## config.mk

```make
export PLATFORM = sky130hd
export DESIGN_NAME = arcade_input_mapper
export DESIGN_NICKNAME = d
export VERILOG_FILES = /design/src/rtl/arcade_input_pkg.sv /design/src/rtl/arcade_player_cond.sv /design/src/rtl/arcade_input_mapper.sv
export SDC_FILE = /design/constraint.sdc
export NUM_CORES = 1
export LEC_CHECK = 0
export ABC_AREA = 1
export CORE_ASPECT_RATIO = 1.25
export CORE_MARGIN = 3
export CORE_UTILIZATION = 55
export DETAILED_ROUTE_END_ITERATION = 10
export PLACE_DENSITY = 0.77
export REMOVE_ABC_BUFFERS = 1
export SLEW_MARGIN = 0
export SYNTH_ARGS = -nofsm -noshare
export SYNTH_HDL_FRONTEND = slang
export SYNTH_HIERARCHICAL = 1
export SYNTH_SLANG_ARGS = --single-unit
```

## constraint.sdc

```tcl
create_clock -name clk_sys -period 3.88 [get_ports clk_sys]
set_input_delay 0.388 -clock clk_sys [delete_from_list [all_inputs] [get_ports clk_sys]]
set_output_delay 0.388 -clock clk_sys [all_outputs]
set_load 0.005 [all_outputs]
```

## src/rtl/arcade_input_pkg.sv

```systemverilog
// Shared constants for the arcade input mapper: joystick bit layout, PS/2 key codes,
// SOCD mode encoding and the key-state to joystick-word helper.
package arcade_input_pkg;

  localparam int JOY_R     = 0;
  localparam int JOY_L     = 1;
  localparam int JOY_D     = 2;
  localparam int JOY_U     = 3;
  localparam int JOY_FIRE  = 4;
  localparam int JOY_START = 8;
  localparam int JOY_COIN  = 9;

  // Keyboard state bits per player; fire0 has two keys on player 0 so they are held apart
  localparam int KEY_BITS = 9;
  localparam int K_R      = 0;
  localparam int K_L      = 1;
  localparam int K_D      = 2;
  localparam int K_U      = 3;
  localparam int K_F0A    = 4;
  localparam int K_F0B    = 5;
  localparam int K_F1     = 6;
  localparam int K_START  = 7;
  localparam int K_COIN   = 8;

  localparam logic [7:0] KC_UP    = 8'h75;
  localparam logic [7:0] KC_DOWN  = 8'h72;
  localparam logic [7:0] KC_LEFT  = 8'h6B;
  localparam logic [7:0] KC_RIGHT = 8'h74;

  localparam logic [8:0] KC_P0_F0A   = 9'h029;
  localparam logic [8:0] KC_P0_F0B   = 9'h014;
  localparam logic [8:0] KC_P0_F1    = 9'h011;
  localparam logic [8:0] KC_P0_START = 9'h016;
  localparam logic [8:0] KC_P0_COIN  = 9'h02E;

  localparam logic [8:0] KC_P1_U     = 9'h02D;
  localparam logic [8:0] KC_P1_D     = 9'h02B;
  localparam logic [8:0] KC_P1_L     = 9'h023;
  localparam logic [8:0] KC_P1_R     = 9'h034;
  localparam logic [8:0] KC_P1_F0    = 9'h01C;
  localparam logic [8:0] KC_P1_F1    = 9'h01B;
  localparam logic [8:0] KC_P1_START = 9'h01E;
  localparam logic [8:0] KC_P1_COIN  = 9'h036;

  typedef enum logic [1:0] {
    SOCD_PASS    = 2'd0,
    SOCD_NEUTRAL = 2'd1,
    SOCD_LAST    = 2'd2
  } socd_mode_e;

  function automatic logic [15:0] key_to_joy(input logic [KEY_BITS-1:0] k);
    logic [15:0] w;
    w              = '0;
    w[JOY_R]       = k[K_R];
    w[JOY_L]       = k[K_L];
    w[JOY_D]       = k[K_D];
    w[JOY_U]       = k[K_U];
    w[JOY_FIRE]    = k[K_F0A] | k[K_F0B];
    w[JOY_FIRE+1]  = k[K_F1];
    w[JOY_START]   = k[K_START];
    w[JOY_COIN]    = k[K_COIN];
    return w;
  endfunction

endpackage

```

## src/rtl/arcade_player_cond.sv

```systemverilog
// Per-player output conditioning: SOCD cleaning per axis, autofire on fire0,
// coin pulse stretcher, and the registered outputs.
module arcade_player_cond
  import arcade_input_pkg::*;
#(
  parameter int N_BTN        = 2,
  parameter int SOCD_MODE    = 2,
  parameter int AUTOFIRE_DIV = 4_000_000,
  parameter int COIN_PULSE   = 400_000
) (
  input  logic             clk_sys,
  input  logic             reset_n,
  input  logic [3:0]       raw_dir,
  input  logic [N_BTN-1:0] raw_fire,
  input  logic             raw_start,
  input  logic             raw_coin,
  input  logic             autofire_en,
  output logic [3:0]       dir,
  output logic [N_BTN-1:0] fire,
  output logic             start,
  output logic             coin
);

  localparam int AF_W = $clog2(AUTOFIRE_DIV + 1);
  localparam int CP_W = $clog2(COIN_PULSE + 1);

  // Axis 0 pairs R(a)/L(b), axis 1 pairs D(a)/U(b); last_b=1 means b rose most recently
  logic [1:0] ra, rb, prev_a, prev_b, rise_a, rise_b;
  logic [1:0] last_b, last_b_nxt;
  logic [3:0] dir_nxt;

  assign ra     = {raw_dir[JOY_D], raw_dir[JOY_R]};
  assign rb     = {raw_dir[JOY_U], raw_dir[JOY_L]};
  assign rise_a = ra & ~prev_a;
  assign rise_b = rb & ~prev_b;

  always_comb begin
    last_b_nxt = last_b;
    dir_nxt    = raw_dir;
    for (int ax = 0; ax < 2; ax++) begin
      if (rise_a[ax] && !rise_b[ax])
        last_b_nxt[ax] = 1'b0;
      else if (rise_b[ax] && !rise_a[ax])
        last_b_nxt[ax] = 1'b1;
      if (ra[ax] && rb[ax]) begin
        if (SOCD_MODE == int'(SOCD_NEUTRAL))
          dir_nxt[2*ax +: 2] = 2'b00;
        else if (SOCD_MODE == int'(SOCD_LAST))
          dir_nxt[2*ax +: 2] = last_b_nxt[ax] ? 2'b10 : 2'b01;
      end
    end
  end

  // af_blk keeps a fire0 held through reset from autofiring until it is released
  logic [AF_W-1:0]  af_cnt, af_cnt_nxt;
  logic             af_on, af_on_nxt, af_blk;
  logic [N_BTN-1:0] fire_nxt;

  always_comb begin
    af_cnt_nxt = af_cnt;
    af_on_nxt  = af_on;
    if (!autofire_en || !raw_fire[0] || af_blk) begin
      af_cnt_nxt = '0;
      af_on_nxt  = 1'b0;
    end else if (af_cnt == '0) begin
      af_on_nxt  = 1'b1;
      af_cnt_nxt = AF_W'(1);
    end else if (af_cnt == AF_W'(AUTOFIRE_DIV)) begin
      af_on_nxt  = ~af_on;
      af_cnt_nxt = AF_W'(1);
    end else begin
      af_cnt_nxt = af_cnt + 1'b1;
    end
  end

  always_comb begin
    fire_nxt    = raw_fire;
    fire_nxt[0] = autofire_en ? af_on_nxt : raw_fire[0];
  end

  logic            coin_prev;
  logic [CP_W-1:0] coin_cnt;

  always_ff @(posedge clk_sys) begin
    if (!reset_n) begin
      prev_a    <= '0;
      prev_b    <= '0;
      last_b    <= '0;
      af_cnt    <= '0;
      af_on     <= 1'b0;
      af_blk    <= 1'b1;
      coin_prev <= 1'b1;
      coin_cnt  <= '0;
      dir       <= '0;
      fire      <= '0;
      start     <= 1'b0;
      coin      <= 1'b0;
    end else begin
      prev_a    <= ra;
      prev_b    <= rb;
      last_b    <= last_b_nxt;
      af_cnt    <= af_cnt_nxt;
      af_on     <= af_on_nxt;
      af_blk    <= af_blk & raw_fire[0];
      dir       <= dir_nxt;
      fire      <= fire_nxt;
      start     <= raw_start;
      coin_prev <= raw_coin;
      if (coin) begin
        if (coin_cnt == CP_W'(COIN_PULSE)) begin
          coin     <= 1'b0;
          coin_cnt <= '0;
        end else begin
          coin_cnt <= coin_cnt + 1'b1;
        end
      end else if (raw_coin && !coin_prev) begin
        coin     <= 1'b1;
        coin_cnt <= CP_W'(1);
      end
    end
  end

endmodule

```

## src/rtl/arcade_input_mapper.sv

```systemverilog
// Merges PS/2 key events and HPS joysticks into per-player arcade controls.
// Holds key decode, key state and joystick merge; per-player conditioning is in arcade_player_cond.
module arcade_input_mapper
  import arcade_input_pkg::*;
#(
  parameter int N_PLAYERS    = 2,
  parameter int N_BTN        = 2,
  parameter int SOCD_MODE    = 2,
  parameter int AUTOFIRE_DIV = 4_000_000,
  parameter int COIN_PULSE   = 400_000
) (
  input  logic                       clk_sys,
  input  logic                       reset_n,
  input  logic [10:0]                ps2_key,
  input  logic [16*N_PLAYERS-1:0]    joy_in,
  input  logic                       merge_joys,
  input  logic [N_PLAYERS-1:0]       autofire_en,
  output logic [4*N_PLAYERS-1:0]     dir_out,
  output logic [N_BTN*N_PLAYERS-1:0] fire_out,
  output logic [N_PLAYERS-1:0]       start_out,
  output logic [N_PLAYERS-1:0]       coin_out
);

  logic                      shadow, evt;
  logic [8:0]                kcode;
  logic [7:0]                kbase;
  logic [1:0][KEY_BITS-1:0]  key_q, hit;
  logic [15:0]               joy_or;

  assign kcode = ps2_key[8:0];
  assign kbase = ps2_key[7:0];
  assign evt   = ps2_key[10] ^ shadow;

  // Arrows ignore the extended flag; everything else needs the exact 9-bit code
  always_comb begin
    hit                = '0;
    hit[0][K_U]        = (kbase == KC_UP);
    hit[0][K_D]        = (kbase == KC_DOWN);
    hit[0][K_L]        = (kbase == KC_LEFT);
    hit[0][K_R]        = (kbase == KC_RIGHT);
    hit[0][K_F0A]      = (kcode == KC_P0_F0A);
    hit[0][K_F0B]      = (kcode == KC_P0_F0B);
    hit[0][K_F1]       = (kcode == KC_P0_F1);
    hit[0][K_START]    = (kcode == KC_P0_START);
    hit[0][K_COIN]     = (kcode == KC_P0_COIN);
    hit[1][K_U]        = (kcode == KC_P1_U);
    hit[1][K_D]        = (kcode == KC_P1_D);
    hit[1][K_L]        = (kcode == KC_P1_L);
    hit[1][K_R]        = (kcode == KC_P1_R);
    hit[1][K_F0A]      = (kcode == KC_P1_F0);
    hit[1][K_F1]       = (kcode == KC_P1_F1);
    hit[1][K_START]    = (kcode == KC_P1_START);
    hit[1][K_COIN]     = (kcode == KC_P1_COIN);
  end

  always_ff @(posedge clk_sys) begin
    if (!reset_n) begin
      shadow <= ps2_key[10];
      key_q  <= '0;
    end else begin
      shadow <= ps2_key[10];
      if (evt) begin
        for (int p = 0; p < 2; p++)
          for (int b = 0; b < KEY_BITS; b++)
            if (hit[p][b]) key_q[p][b] <= ps2_key[9];
      end
    end
  end

  always_comb begin
    joy_or = '0;
    for (int p = 0; p < N_PLAYERS; p++)
      joy_or = joy_or | joy_in[16*p +: 16];
  end

  for (genvar p = 0; p < N_PLAYERS; p++) begin : g_player
    logic [15:0] key_w, raw;
    logic        unused_raw;

    if (p < 2) begin : g_kb
      assign key_w = key_to_joy(key_q[p]);
    end else begin : g_nokb
      assign key_w = '0;
    end

    assign raw        = key_w | (merge_joys ? joy_or : joy_in[16*p +: 16]);
    assign unused_raw = ^raw;

    arcade_player_cond #(
      .N_BTN        (N_BTN),
      .SOCD_MODE    (SOCD_MODE),
      .AUTOFIRE_DIV (AUTOFIRE_DIV),
      .COIN_PULSE   (COIN_PULSE)
    ) u_cond (
      .clk_sys     (clk_sys),
      .reset_n     (reset_n),
      .raw_dir     (raw[3:0]),
      .raw_fire    (raw[JOY_FIRE +: N_BTN]),
      .raw_start   (raw[JOY_START]),
      .raw_coin    (raw[JOY_COIN]),
      .autofire_en (autofire_en[p]),
      .dir         (dir_out[4*p +: 4]),
      .fire        (fire_out[N_BTN*p +: N_BTN]),
      .start       (start_out[p]),
      .coin        (coin_out[p])
    );
  end

endmodule

```

# Word-level counts from Yosys, hierarchy flattened
# Cells that the tools add are included.
[totals]
regBits = 134
input_bits = 48
out_inout_bits = 16
[classes]
add_sub_neg = 4
eq_ne = 21
mux = 42
n_bitwise = 18
reduce_logical = 57
[ops]
columns = ["op", "n"]
rows = [
  ["19-bit 2-to-1 mux", 6],
  ["9-bit by 6-bit equality test with 1-bit output (second input constant)", 7],
  ["9-bit by 5-bit equality test with 1-bit output (second input constant)", 6],
  ["22-bit by 1-bit adder with 22-bit output (second input constant)", 2],
  ["22-bit equality test (second input constant)", 2],
  ["22-bit zero test", 2],
  ["19-bit by 1-bit adder with 19-bit output (second input constant)", 2],
  ["19-bit equality test (second input constant)", 2],
  ["2-bit AND reduction", 17],
  ["8-bit by 7-bit equality test with 1-bit output (second input constant)", 4],
  ["10-bit bitwise OR", 3],
  ["1-bit 2-to-1 mux", 26],
  ["10-bit 2-to-1 mux", 2],
  ["2-bit 2-to-1 mux", 8],
  ["1-bit logical AND", 14],
  ["1-bit zero test", 14],
  ["2-bit AND", 4],
  ["2-bit inverter", 4],
  ["4-bit OR reduction", 2],
  ["1-bit logical OR", 4],
  ["2-bit nonzero test", 2],
  ["2-bit OR reduction", 2],
  ["1-bit inverter", 3],
  ["1-bit AND", 2],
  ["other kinds (2)", 2],
]

# Depth between registers and ports, before layout
# Gate-level depths: netlist of the first run.
[logic_depth]
depth_word = 10
ltp_mapped = 11

# Hierarchy
# Netlist of the first run, hierarchy kept.
[modules_own_cells]
columns = ["mod", "n_inst", "cells_each", "area_each_um2", "seq_area_each_um2"]
rows = [
  ["arcade_player_cond", 2, 433, 2991.6, 1161.1],
  ["arcade_input_mapper", 1, 195, 1157.4, 360.3],
]

# Worst setup path before layout of the first run
# Ideal clock, no wire load.
[synth_path]
kind = "in2reg"
startpoint = "input port merge_joys"
endpoint = "register g_player[0].u_cond.coin_cnt[17]"
setup_time_ns = 0.066
arrival_ns = 1.512
required_time_ns = 3.814
slack_ns = 2.302
stages = 6
n_path_buf = 2
path_cell_list = "buf_2 > a211o_1 > a21oi_2 > buf_2 > nand2_1 > a21oi_2"
[synth_via]
elab_chain_cells = 4
[synth_lines]
columns = ["element", "line_no", "text"]
rows = [
  ["from (decl)", "arcade_input_mapper.sv:16", "input logic merge_joys,"],
  ["10-bit 2-to-1 mux", "arcade_input_mapper.sv:86", "assign raw = key_w | (merge_joys ? joy_or : joy_in[16*p +: 16]);"],
  ["10-bit bitwise OR", "arcade_input_mapper.sv:86", ""],
  ["net g_player[0].raw[9]", "arcade_input_mapper.sv:77", "logic [15:0] key_w, raw;"],
  ["1-bit logical AND", "arcade_player_cond.sv:116", "end else if (raw_coin && !coin_prev) begin"],
  ["2-bit nonzero test (no line)", "--", ""],
  ["to (signal assigned)", "arcade_player_cond.sv:114", "coin_cnt <= coin_cnt + 1'b1;"],
  ["to (decl)", "arcade_player_cond.sv:82", "logic [CP_W-1:0] coin_cnt;"],
]
# The timed path passes the listed nets, and every way through them passes these cells.
# A chain may end at the register's enable or synchronous reset.

# Final worst setup path of the first run
[layout_path]
startpoint = "register g_player[0].u_cond.coin"
endpoint = "output port coin_out[0]"
[layout_lines]
columns = ["element", "line_no", "text"]
rows = [
  ["from (decl)", "arcade_player_cond.sv:21", "output logic coin"],
  ["from (signal assigned)", "arcade_player_cond.sv:97", "coin <= 1'b0;"],
  ["from (signal assigned)", "arcade_player_cond.sv:111", "coin <= 1'b0;"],
  ["from (signal assigned)", "arcade_player_cond.sv:117", "coin <= 1'b1;"],
  ["to (decl)", "arcade_input_mapper.sv:21", "output logic [N_PLAYERS-1:0] coin_out"],
]
# No word-level cell between the ends.

==> results.md, run 1 <==
- Site Rows: 45
- Layout cells sized above 1: 10.0%
- Routability Congestion: ~0.9
- Gr ovfl total: 0
- # DRC: 0
- Starting DRC count in detailed routing: slightly above 400
- Number of global-route vias before repair: around 6000
- Biggest area consumer among synthesized cells: dfxtp_1
- Critical Path AT: between 1.5 and 2 ns
- Status: completed
- Reg2reg end: g_player[1].u_cond/coin_cnt[3]
- Largest stage delay, worst path: between 0.6 and 0.7 ns
- GRT Total Usage: a little under a quarter
- Hold Crit Class: primary input to flip-flop
- CTS tree: built
- Crit-path slowest cell: dfxtp_1
- Most used DFF post-synth: dfxtp_1
- Vias per cell: 5.10
- WHS: 0.323 ns
- # port buffers: 47
- Least-Margin Pin Slew: around 0.63 ns
- Setup CP Type: flip-flop to primary output
- RR Startpoint: g_player[1].key_w[9]
- Final Hold Vio Count: 0
- Sequential standard cell area: between 2000 and 3000 µm²
- Clk Latency, worst-skew pair: around 0.43 ns
- Routed length per placed instance: 12.2 µm
- Critical path cell sequence: clkdlybuf4s50_1
- Syn Inst Count: 1061
- Syn Std Cell Area: 7140 µm²
- CTS Root Cell: clkbuf_16
- Setup Slack @ Placement: about 1.5 ns
- Number of flops mapped to enable cells by yosys: 0
- CTS buffer count: 17
- Ys Warns: 6
- First-pass GRT wire length: ~27000 µm
- Ant diodes: 0
- Yosys reg bits: ~130
- Critical path depth in cells: 1
- Worst path required time: roughly 3.5 ns
- Reg2Reg Depth: 6
- Worst-path fanout max: 12
- Startpoint Class: flip-flop
- Post-Route WL: roughly 16000 µm
- Num ports: 64
- Register area share after synthesis: between 30% and 40%
- DPL Wire Length: between 10000 and 15000 µm
- Critical Path Start: g_player[0].u_cond/coin
- Tcrit/Tclk final: 52.6%
- ANT nets after route: 0
- Area growth, synth to finish: 17.1%
- Top cell type's share of synthesized area: a little under two fifths
- DRT Pass-1 Iters: 7
- DIE HEIGHT: about 130 µm
- Max-slew violations: 0
- Initial core utilization: a little under three fifths
- Footprint of the multi-input gates: approximately 3700 µm²
- Die width: ~110 µm
- Max-Cap Viols: 0
- Hold wc startpoint: reset_n
- Reg clk slew, reported paths: ~0.060 ns
- Post-CTS resize count: 0
- Worst Setup EP: coin_out[0]
- Avg Inst Size Synth: approximately 6.7 µm²
- Slew HR: a little under 60%
- Cell area power density: just over 400 nW/µm²
- Die ar.: around 14000 µm²
- Fillers: ~1100
- Post-CTS Setup Bufs: 0
- Initial antenna violation count: 0
- Commonest non-fill, non-tap cell in the layout: nand2_1
- Clk_skew: 0.00716 ns
- Top delay family on crit path: flip-flops
- Final nets: between 1000 and 1500
- Fraction of registers with async set/reset: 0%
- Worst VDD drop: ~0.00024 V
- Crit end category: primary output
- Final setup TNS: 0 ns
- Flop2flop setup slack: between 2 and 2.5 ns
- Clock Path Buffers: 2
- Pleak: between 3 and 4 nW
- Final Util: roughly 67%
- Yosys cell types: 36
- Period minus WS final: around 2.0 ns
- Core ar.: around 12000 µm²
- Synth area leaders: dfxtp_1, nand2_1, nor2_1, inv_1, nand3_1
- Fmax: 0.490 GHz
- RSZ-0062 raised after global routing: false
- Most frequent cells in the layout: nand2_1, nor2_1, inv_1, dfxtp_1, nand3_1
- CTS Hold Buffers Added: 0
- Final WS setup: 1.84 ns
- Buffers and inverters on the worst path: 1
- # setup viols final: 0
- H-tree levels: 4
- Largest net degree at the start of global routing: 38
- Via count: 6552
- Clock sinks: approximately 130
-- area by class of cell --
cell class | count | share of cell area (%)
inverters | 158 | 7.15
repair buffers | 51 | 5.93
flip-flops and latches | 134 | 32.1
clock inverters | 13 | 2.74
well taps | 164 | 2.45
clock buffers | 18 | 5.25
multi-input cells | 746 | 44.4
-- synth_stat cells (all sizes together), types with 6 or more instances --
cell type and count:
a211o 7, a21oi 62, buf 17, clkbuf 6, dfxtp 134, ha 8, inv 158, nand2 260
nand3 82, nand4 24, nor2 197, nor3 24, o21ai 30, xnor2 6, xor2 26
-- sequential cells by signal, summed over array words and instances (netlist names) --
register,cells
g_player.u_cond/af_cnt,44
g_player.u_cond/coin_cnt,38
g_player.key_w,14
g_player.u_cond/dir,8
g_player.u_cond/fire,4
g_player.u_cond/last_b,4
g_player.u_cond/prev_a,4
g_player.u_cond/prev_b,4
key_q,3
g_player.u_cond/af_blk,2
g_player.u_cond/af_on,2
g_player.u_cond/coin,2
g_player.u_cond/coin_prev,2
g_player.u_cond/start,2
shadow,1
-- layer usage --
layer / track usage (%) / part of all wire (%)
met2: 38.3 / 48
met1: 28.2 / 45
met5: 0 / 0
met3: 5.48 / 4.3
met4: 9.12 / 2.2
-- logic make-up (layout without fill, tap and decap cells) --
kind of cell	Yosys count	in the layout	synth area share, %
AND/OR/NAND/NOR	593	593	37.6
adder cells (fa/ha/maj)	8	8	1.40
buffers and inverters	181	240	10.5
flip-flops	134	134	37.6
XOR/XNOR	32	32	3.93
AO/OA/AOI/OAI	113	113	9.06
-- metrics by stage --
step                      total power, mW  area [µm²]  std cells
final                                3.47        8360       1284
after global routing                 3.59        8360       1284
after CTS                            3.49        8360       1284
after detailed placement             1.66        7690       1253
after global placement               1.66        7690       1253
after floorplan                      1.55        6990       1038
-- power by group --
part | internal [mW] | switching, mW
Clock | 1.21 | 0.617
Sequential | 1.41 | 0.0179
Combinational | 0.0933 | 0.119
-- worst min path at each step --
stage | slack [ns] | depth (start not counted) | endpoint
6_report | 0.32 | 2 | g_player[0].u_cond/af_blk
5_1_grt | 0.34 | 2 | g_player[0].u_cond/af_blk
4_1_cts | 0.32 | 2 | g_player[0].u_cond/af_blk
3_5_place_dp | 0.44 | 2 | g_player[0].u_cond/af_blk
3_3_place_gp | 0.43 | 2 | g_player[1].u_cond/af_blk
2_1_floorplan | 0.42 | 0 | shadow
No activity file was read; power rests on OpenSTA's default activity.
==> run 2, diff against run 1 <==
Settings changed: CORE_UTILIZATION 55 to 52, PLACE_DENSITY 0.77 to 0.76.
Clock period 3.88 ns to 1.8 ns, I/O delays scaled along.
==> run 2 against run 1 <==
Worst hold slack got worse by 0.22 ns. Sequential cell count unchanged. Combinational power increased by 130%. Sequential power increased by 120%. Sequential share of layout area decreased by 0.14 points. Final cell count increased by 1.9%. Critical path type unchanged. Largest cell class unchanged. Largest power group unchanged. Highest routed layer unchanged.
==> results.md, run 2 (same netlist as run 1, synthesis figures left out) <==
- DP Cell Count: 1277 (was 1253)
- WHS: 0.105 ns (was 0.323 ns)
- Pleak: 3.52 nW (was 3.48 nW)
- CTS buffer count: 17 (unchanged)
- Layout cells sized above 1: 11.3% (was 10.0%)
- Reg2reg end: g_player[1].u_cond/coin_cnt[16] (was g_player[1].u_cond/coin_cnt[3])
- Core ar.: 13300 µm² (was 12400 µm²)
- First-pass GRT wire length: 26700 µm (was 26900 µm)
- Die width: 111 µm (was 108 µm)
- Critical path depth in cells: 1 (unchanged)
- Clk_skew: 0.00580 ns (was 0.00716 ns)
- Slew HR: 67.8% (was 58.2%)
- Commonest non-fill, non-tap cell in the layout: nand2_1 (unchanged)
- RSZ-0062 raised after global routing: false (unchanged)
- Worst VDD drop: 0.000638 V (was 0.000237 V)
- Routability Congestion: 0.918 (was 0.887)
- Finished Layout Cells: 1308 (was 1284)
- Worst Setup EP: coin_out[1] (was coin_out[0])
- Crit end category: primary output (unchanged)
- Initial antenna violation count: 0 (unchanged)
- H-tree levels: 4 (unchanged)
- Period minus WS final: roughly 1.7 ns
- Number of global-route vias before repair: 6066 (was 6056)
- ANT nets after route: 0 (unchanged)
- Area growth, synth to finish: 17.6% (was 17.1%)
- Fmax: around 0.58 GHz
- CTS tree: built (unchanged)
- Max-Cap Viols: 0 (unchanged)
- Critical Path AT: 1.55 ns (was 1.65 ns)
- Via count: 6609 (was 6552)
- Vias per cell: 5.05 (was 5.10)
- Setup CP Type: flip-flop to primary output (unchanged)
- Routed length per placed instance: 12.0 µm (was 12.2 µm)
- DIE HEIGHT: 137 µm (was 133 µm)
- Num ports: 64 (unchanged)
- RR Startpoint: g_player[1].u_cond/coin_cnt[0] (was g_player[1].key_w[9])
- Critical Path Start: g_player[1].u_cond/coin (was g_player[0].u_cond/coin)
- Cell area power density: 802 nW/µm² (was 415 nW/µm²)
- Post-CTS resize count: 0 (unchanged)
- Max reg flops: 44 (unchanged)
- # setup viols final: 0 (unchanged)
- CTS Hold Buffers Added: 0 (unchanged)
- Largest stage delay, worst path: 0.58 ns (was 0.63 ns)
- Startpoint Class: flip-flop (unchanged)
- Critical path cell sequence: clkdlybuf4s50_1 (unchanged)
- Tcrit/Tclk final: a little over nine tenths
- Crit-path slowest cell: clkdlybuf4s50_1 (was dfxtp_1)
- Reg2Reg Depth: 8 (was 6)
- GRT Total Usage: 21.3% (was 22.9%)
- Final nets: 1181 (was 1164)
- Setup Slack @ Placement: -0.0789 ns (was 1.47 ns)
- Most frequent cells in the layout: nand2_1, nor2_1, inv_1, dfxtp_1, nand3_1 (unchanged)
- Hold Crit Class: primary input to flip-flop (unchanged)
- Pwr Total: 6.74 mW (was 3.47 mW)
- Ant diodes: 0 (unchanged)
- Largest Register: g_player.u_cond/af_cnt (unchanged)
- Area after DPL: 7850 µm² (was 7690 µm²)
- Largest net degree at the start of global routing: 37 (was 38)
- Initial core utilization: 53.5% (was 57.4%)
- Final setup TNS: 0 ns (unchanged)
- CTS Root Cell: clkbuf_16 (unchanged)
- Flop2flop setup slack: 0.26 ns (was 2.15 ns)
- Worst path required time: 1.62 ns (was 3.49 ns)
- Max-slew violations: 0 (unchanged)
- Top delay family on crit path: buffers and inverters (was flip-flops)
- Clock Path Buffers: 2 (unchanged)
- Reg clk slew, reported paths: 0.05 ns (was 0.06 ns)
- Post-CTS Setup Bufs: 0 (unchanged)
- Starting DRC count in detailed routing: 362 (was 412)
- Final Util: 62.9% (was 67.2%)
- Clock sinks: 134 (unchanged)
- Status: completed (unchanged)
- Buffers and inverters on the worst path: 1 (unchanged)
- Worst-path fanout max: 9 (was 12)
- Site Rows: 47 (was 45)
- Clk Latency, worst-skew pair: 0.43 ns (about the same)
- DPL Wire Length: 11400 µm (was 11100 µm)
- DRT Pass-1 Iters: 5 (was 7)
- Final Hold Vio Count: 0 (unchanged)
- Final WS setup: 0.0746 ns (was 1.84 ns)
- Design Area, Final: 8400 µm² (was 8360 µm²)
- Die ar.: 15200 µm² (was 14400 µm²)
- # DRC: 0 (unchanged)
- Post-Route WL: 15700 µm (about the same)
- Gr ovfl total: 0 (unchanged)
- # port buffers: 47 (unchanged)
- Least-Margin Pin Slew: 0.483 ns (was 0.627 ns)
[run 2: cell types whose count changed in the layout (fill, tap and decap cells not counted), sizes merged]
cell | before | now
buf | 5 | 22
bufinv | 6 | 0
clkbuf | 18 | 20
clkinv | 3 | 7
clkinvlp | 4 | 3
inv | 158 | 159
[run 2: metal layers]
layer / wire [µm] / up-vias / track usage, %
li1: - / 3466 / -
met1: 7110 / 2964 / 25.5
met2: 7610 / 147 / 37.0
met3: 622 / 32 / 4.33
met4: 350 / 0 / 9.79
met5: 0 / - / 0
[run 2: worst min path at each step]
stage	from	to	slack, ns	cells after the start
finish	reset_n	g_player[0].u_cond/af_blk	0.10	2
global route	reset_n	g_player[0].u_cond/af_blk	0.10	2
CTS	reset_n	g_player[0].u_cond/af_blk	0.09	2
detailed placement	g_player[0].u_cond/af_blk	g_player[0].u_cond/af_blk	0.44	2
global placement	g_player[1].u_cond/af_blk	g_player[1].u_cond/af_blk	0.43	2
floorplan	ps2_key[10]	shadow	0.21	0
[run 2: report_power, final]
group          leakage [nW]  internal (mW)  switching, mW
Sequential             1.09           3.03         0.0345
Combinational          2.17          0.229          0.265
Clock                 0.264           1.86           1.32
[run 2: final cells by class]
cell class	instances	area, µm²
multi-input combinational	746	3710
timing repair buffer	68	648
clock buffer	20	467
sequential	134	2680
inverter	158	598
tap	171	214
fill	1200	4950
clock inverter	11	77.6
